$ cat src/rtl/prg_loader.sv
// PRG / cartridge download parser: header or raw base address, byte writes,
// then BASIC end-pointer injection and optional reset request.
module prg_loader #(
  parameter int              AW             = 16,
  parameter logic [15:0]     RAW_BASE       = 16'hA000,
  parameter logic [15:0]     AUTORESET_ADDR = 16'hA000,
  parameter int              NPTR           = 8,
  parameter logic [NPTR*AW-1:0] PTR_LIST    = {16'hAF, 16'hAE, 16'h32,
                                               16'h31, 16'h30, 16'h2F,
                                               16'h2E, 16'h2D},
  parameter int              INJ_GAP        = 2,
  parameter int              RST_HOLD       = 16
) (
  input  logic          clk_sys,
  input  logic          reset,
  input  logic          dl_active,
  input  logic          dl_wr,
  input  logic [7:0]    dl_data,
  input  logic          raw_mode,
  output logic          mem_wr,
  output logic [AW-1:0] mem_addr,
  output logic [7:0]    mem_data,
  output logic          busy,
  output logic [AW-1:0] end_addr,
  output logic          force_reset
);

  localparam int IW = $clog2(NPTR + 1);
  localparam int GW = $clog2(INJ_GAP + 1);
  localparam int RW = $clog2(RST_HOLD + 1);

  typedef enum logic [2:0] {
    S_IDLE,
    S_HDR_LO,
    S_HDR_HI,
    S_DATA,
    S_INJECT,
    S_RST
  } state_t;

  state_t        state, state_n;
  logic [AW-1:0] ptr, ptr_n;
  logic [7:0]    hdr_lo, hdr_lo_n;
  logic [IW-1:0] idx, idx_n;
  logic [GW-1:0] cnt, cnt_n;
  logic [RW-1:0] rcnt, rcnt_n;
  logic          autoreset, autoreset_n;
  logic          wr_n;
  logic [AW-1:0] addr_n;
  logic [7:0]    data_n;
  logic          act_q;
  logic          rise, fall;

  // follows dl_active through reset so a held level is not seen as a rise
  always_ff @(posedge clk_sys)
    act_q <= dl_active;

  assign rise     = dl_active & ~act_q;
  assign fall     = ~dl_active & act_q;
  assign end_addr = ptr;

  always_comb begin
    state_n     = state;
    ptr_n       = ptr;
    hdr_lo_n    = hdr_lo;
    idx_n       = idx;
    cnt_n       = cnt;
    rcnt_n      = rcnt;
    autoreset_n = autoreset;
    wr_n        = 1'b0;
    addr_n      = mem_addr;
    data_n      = mem_data;
    if (rise) begin
      autoreset_n = 1'b0;
      idx_n       = '0;
      cnt_n       = '0;
      if (raw_mode) begin
        ptr_n   = AW'(RAW_BASE);
        state_n = S_DATA;
      end else begin
        state_n = S_HDR_LO;
      end
    end else begin
      unique case (state)
        S_IDLE: ;
        S_HDR_LO: begin
          if (fall) begin
            state_n = S_IDLE;
          end else if (dl_wr) begin
            hdr_lo_n = dl_data;
            state_n  = S_HDR_HI;
          end
        end
        S_HDR_HI: begin
          if (fall) begin
            state_n = S_IDLE;
          end else if (dl_wr) begin
            ptr_n   = AW'({dl_data, hdr_lo});
            state_n = S_DATA;
          end
        end
        S_DATA: begin
          if (dl_wr) begin
            wr_n   = 1'b1;
            addr_n = ptr;
            data_n = dl_data;
            ptr_n  = ptr + AW'(1);
            if (ptr == AW'(AUTORESET_ADDR))
              autoreset_n = 1'b1;
          end
          if (fall) begin
            state_n = S_INJECT;
            idx_n   = '0;
            cnt_n   = GW'(INJ_GAP - 1);
            // no byte in flight: first pointer write goes out right away
            if (!dl_wr) begin
              wr_n   = 1'b1;
              addr_n = PTR_LIST[AW-1:0];
              data_n = ptr[7:0];
              idx_n  = IW'(1);
            end
          end
        end
        S_INJECT: begin
          if (cnt != '0) begin
            cnt_n = cnt - GW'(1);
          end else if (idx == IW'(NPTR)) begin
            if (autoreset) begin
              state_n = S_RST;
              rcnt_n  = RW'(RST_HOLD - 1);
            end else begin
              state_n = S_IDLE;
            end
          end else begin
            wr_n   = 1'b1;
            addr_n = PTR_LIST[int'(idx)*AW +: AW];
            data_n = idx[0] ? ptr[15:8] : ptr[7:0];
            idx_n  = idx + IW'(1);
            // trailing gap after the last write is one cycle longer
            cnt_n  = (idx == IW'(NPTR - 1)) ? GW'(INJ_GAP)
                                            : GW'(INJ_GAP - 1);
          end
        end
        S_RST: begin
          if (rcnt == '0) begin
            autoreset_n = 1'b0;
            state_n     = S_IDLE;
          end else begin
            rcnt_n = rcnt - RW'(1);
          end
        end
        default: state_n = S_IDLE;
      endcase
    end
  end

  always_ff @(posedge clk_sys) begin
    if (reset) begin
      state       <= S_IDLE;
      ptr         <= '0;
      hdr_lo      <= '0;
      idx         <= '0;
      cnt         <= '0;
      rcnt        <= '0;
      autoreset   <= 1'b0;
      mem_wr      <= 1'b0;
      mem_addr    <= '0;
      mem_data    <= '0;
      busy        <= 1'b0;
      force_reset <= 1'b0;
    end else begin
      state       <= state_n;
      ptr         <= ptr_n;
      hdr_lo      <= hdr_lo_n;
      idx         <= idx_n;
      cnt         <= cnt_n;
      rcnt        <= rcnt_n;
      autoreset   <= autoreset_n;
      mem_wr      <= wr_n;
      mem_addr    <= addr_n;
      mem_data    <= data_n;
      busy        <= (state_n != S_IDLE);
      force_reset <= (state_n == S_RST);
    end
  end

endmodule
$ cat config.mk
export PLATFORM = sky130hd
export DESIGN_NAME = prg_loader
export DESIGN_NICKNAME = d
export VERILOG_FILES = /design/src/rtl/prg_loader.sv
export SDC_FILE = /design/constraint.sdc
export NUM_CORES = 1
export LEC_CHECK = 0
export CAP_MARGIN = 20
export CORE_ASPECT_RATIO = 1.75
export CORE_MARGIN = 1
export CORE_UTILIZATION = 49
export CTS_CLUSTER_DIAMETER = 100
export DETAILED_ROUTE_END_ITERATION = 16
export PLACE_DENSITY_LB_ADDON = 0.2
export SETUP_SLACK_MARGIN = 0.15
export SYNTH_ARGS = -nofsm -noshare
export SYNTH_HDL_FRONTEND = slang
export SYNTH_SLANG_ARGS = --single-unit
$ cat constraint.sdc
create_clock -name clk_sys -period 2.1 [get_ports clk_sys]
set_input_delay 0.63 -clock clk_sys [delete_from_list [all_inputs] [get_ports clk_sys]]
set_output_delay 0.63 -clock clk_sys [all_outputs]
set_load 0.01 [all_outputs]
==> out/results.txt <==
Outcome = complete, no violations
Crit path largest cell delay = 0.56 ns
Worst hold path class = reg -> reg
Nets@finish = 575
Synth Flop Type = dfxtp_1
I/O Buffers = 55
Netlist cell types = 63
Grt peak-use layer = met2
Clk_skew = 0.004268 ns
Met2 GRT Util = 0.5905
Critical path class = reg -> reg
Commonest cells after routing, fill and taps aside = buf_4, nor2_1, dfxtp_1
Multi-input logic area = 2241 sq um
Worst-Skew Late Latency = 0.33 ns
Pre-CTS setup slack = -0.5344 ns
Tot Pwr = 3252 uW
Slew HR = 0.6924
VDD IR max = 0.0006307 V
Number of core rows = 40
Number of diodes = 0
Die Wd = 66.25 microns
Die span in y = 114.4 microns
Setup-failing EPs final = 0
Max-Cap Viols = 0
Critical path required time = 2.35 ns
Share of the synthesized area in the top cell type = 0.3789
Yosys top cell by area = dfxtp_1
Routing usage on met1 = 0.3601
Post-DRT Antenna Nets = 0
Sequential Area = 1354 sq um
Post-Synthesis Cells = 437
# fillers = 521
Crit-path max FO = 6
Synth area leaders = dfxtp_1, nor2_1, a21oi_1
DR DRC count = 0
Hold-fix buffers, CTS = 0
CTS buffer count = 9
Total iterations of the first detailed-routing run = 6
Routability cong. = 0.9063
Asr flop ratio synth = 0
Post-synthesis average cell area = 8.100 sq um
EDFF count, synth = 0
Seq cells post-synth = 67
Final setup margin = 0.005399 ns
Post-Syn Area = 3540 sq um
DR iter-0 viols = 465
Routed wire per std cell = 18.98 microns
Share of cells above drive strength 1 = 0.2662
Vias in the first global route = 3899
Crit end category = flop
Tcrit/Tclk final = 0.9974
Pin count of the biggest net entering global routing = 33
Clock slew at reported path FFs = 0.06 ns
Vias = 3888
Syn nets = 461
I/O pin count = 56
H-Tree Level Count = 3
Final Critical Period = 2.095 ns
Vias per std cell = 6.075
Final count of pins violating max slew = 0
CP Cell Sequence = or4b_4 > nor4b_4 > nor3_4 > or4_1 > a211oi_2
First-pass GRT wire length = 19.02 mm
Slowest CP cell = or4b_4
CTS Buffer Depth = 2
Crit path arrival time = 2.35 ns
YS warnings = 0
Fmax = 477.4 MHz
Total wire length = 12.15 mm
P_leak = 0.002133 uW
Power Dens Cells = 612.2 nW/um^2
RSZ-0062 raised after global routing = yes
Initial Util = 0.5125
Worst-margin pin slew = 0.4604 ns
Flop2flop setup slack = 0.005 ns
Post-synthesis sequential area ratio = 0.3789
DIE AREA = 7581 sq um
Met3 Track Usage GR = 0.06873
P&R area growth vs syn = 50.05%
Clk sinks = 67
Area of the core = 6907 sq um
CTS Root Cell = clkbuf_16
Final Hold Fails = 0
CTS tree = yes
Final HPWL DP = 8.581 mm
Grt ovf = 0
Most common cell after layout, fill and taps aside = buf_4
CP startpoint kind = flop
All-Layer GR Usage = 0.3362
Initial antenna violation count = 0
==> stage by stage <==
stage | util | instance area [sq um] | setup TNS (ns) | instances | hold WS, ns
global route | 0.7690 | 5311 | -0.04944 | 640 | 0.4661
finish | 0.7690 | 5311 | 0 | 640 | 0.4551
global placement | 0.6783 | 4684 | -21.90 | 614 | 0.4435
floorplan | - | 3627 | 0 | 437 | 0.4633
detailed placement | 0.6783 | 4684 | -23.50 | 614 | 0.4499
CTS | 0.7475 | 5162 | 0 | 637 | 0.4570
==> power by group <==
group / switching [uW] / internal, uW
clock network: 573 / 1070
logic: 163 / 146
registers: 11.2 / 1290
==> worst max-delay path: cells and delay by family (launching register included) <==
family | cells | cell delay, ns
AOI/OAI and AO/OA | 1 | 0.20
DFF | 1 | 0.33
and+or+nand+nor | 4 | 1.49
==> synth_stat cells (3+ instances only) <==
| cell | n |
|---|---|
| o21a_1 | 3 |
| nand4_1 | 3 |
| nand2_1 | 36 |
| a21oi_1 | 31 |
| mux2i_1 | 11 |
| a222oi_1 | 8 |
| or3_1 | 5 |
| dfxtp_1 | 67 |
| o31ai_1 | 7 |
| nand3b_1 | 4 |
| o31a_1 | 3 |
| a22oi_1 | 10 |
| nand3_1 | 11 |
| nor4_1 | 8 |
| and2_1 | 6 |
| a211oi_1 | 9 |
| clkbuf_1 | 30 |
| ha_1 | 11 |
| a21o_1 | 4 |
| o21ai_0 | 16 |
| nor2_1 | 63 |
| and4_1 | 4 |
| a31oi_1 | 4 |
| a22o_1 | 3 |
| a221oi_1 | 3 |
| nor3_1 | 12 |
| inv_1 | 14 |
==> what timing repair did <==
item,CTS,global route
gates cloned,1,0
resized for setup,25,28
endpoints found under the setup margin,65,58
pin swaps,11,6
setup buffers,6,3
==> cell type report <==
| class | instances | area share |
|---|---|---|
| Multi-Input combinational cell | 321 | 0.4219 |
| Sequential cell | 67 | 0.2549 |
| Clock inverter | 6 | 0.01673 |
| Inverter | 14 | 0.009894 |
| Timing Repair Buffer | 138 | 0.2318 |
| Tap cell | 84 | 0.01979 |
| Clock buffer | 10 | 0.04499 |
==> kinds of logic after synthesis <==
logic type	share of synthesized area
buffers and inverters	0.05443
adders and majority gates	0.03888
AOI/OAI and AO/OA	0.2315
muxes	0.03111
xor gates and xnor gates	0.007424
DFF	0.3789
and+or+nand+nor	0.2577
==> worst paths after layout <==
kind / endpoint / depth (start not counted) / startpoint
worst min-delay path: mem_addr[1] / 2 / mem_addr[1]
worst max register to register: rcnt[4] / 5 / state[1]
worst min register to register: mem_addr[1] / 2 / mem_addr[1]
worst max-delay path: rcnt[4] / 5 / state[1]
==> layer usage <==
metal	vias up	routed length, microns
met5	-	0
met1	1841	4553
met2	165	6418
li1	1840	-
met3	42	603
met4	0	569
No activity file was read; power rests on OpenSTA's default activity.
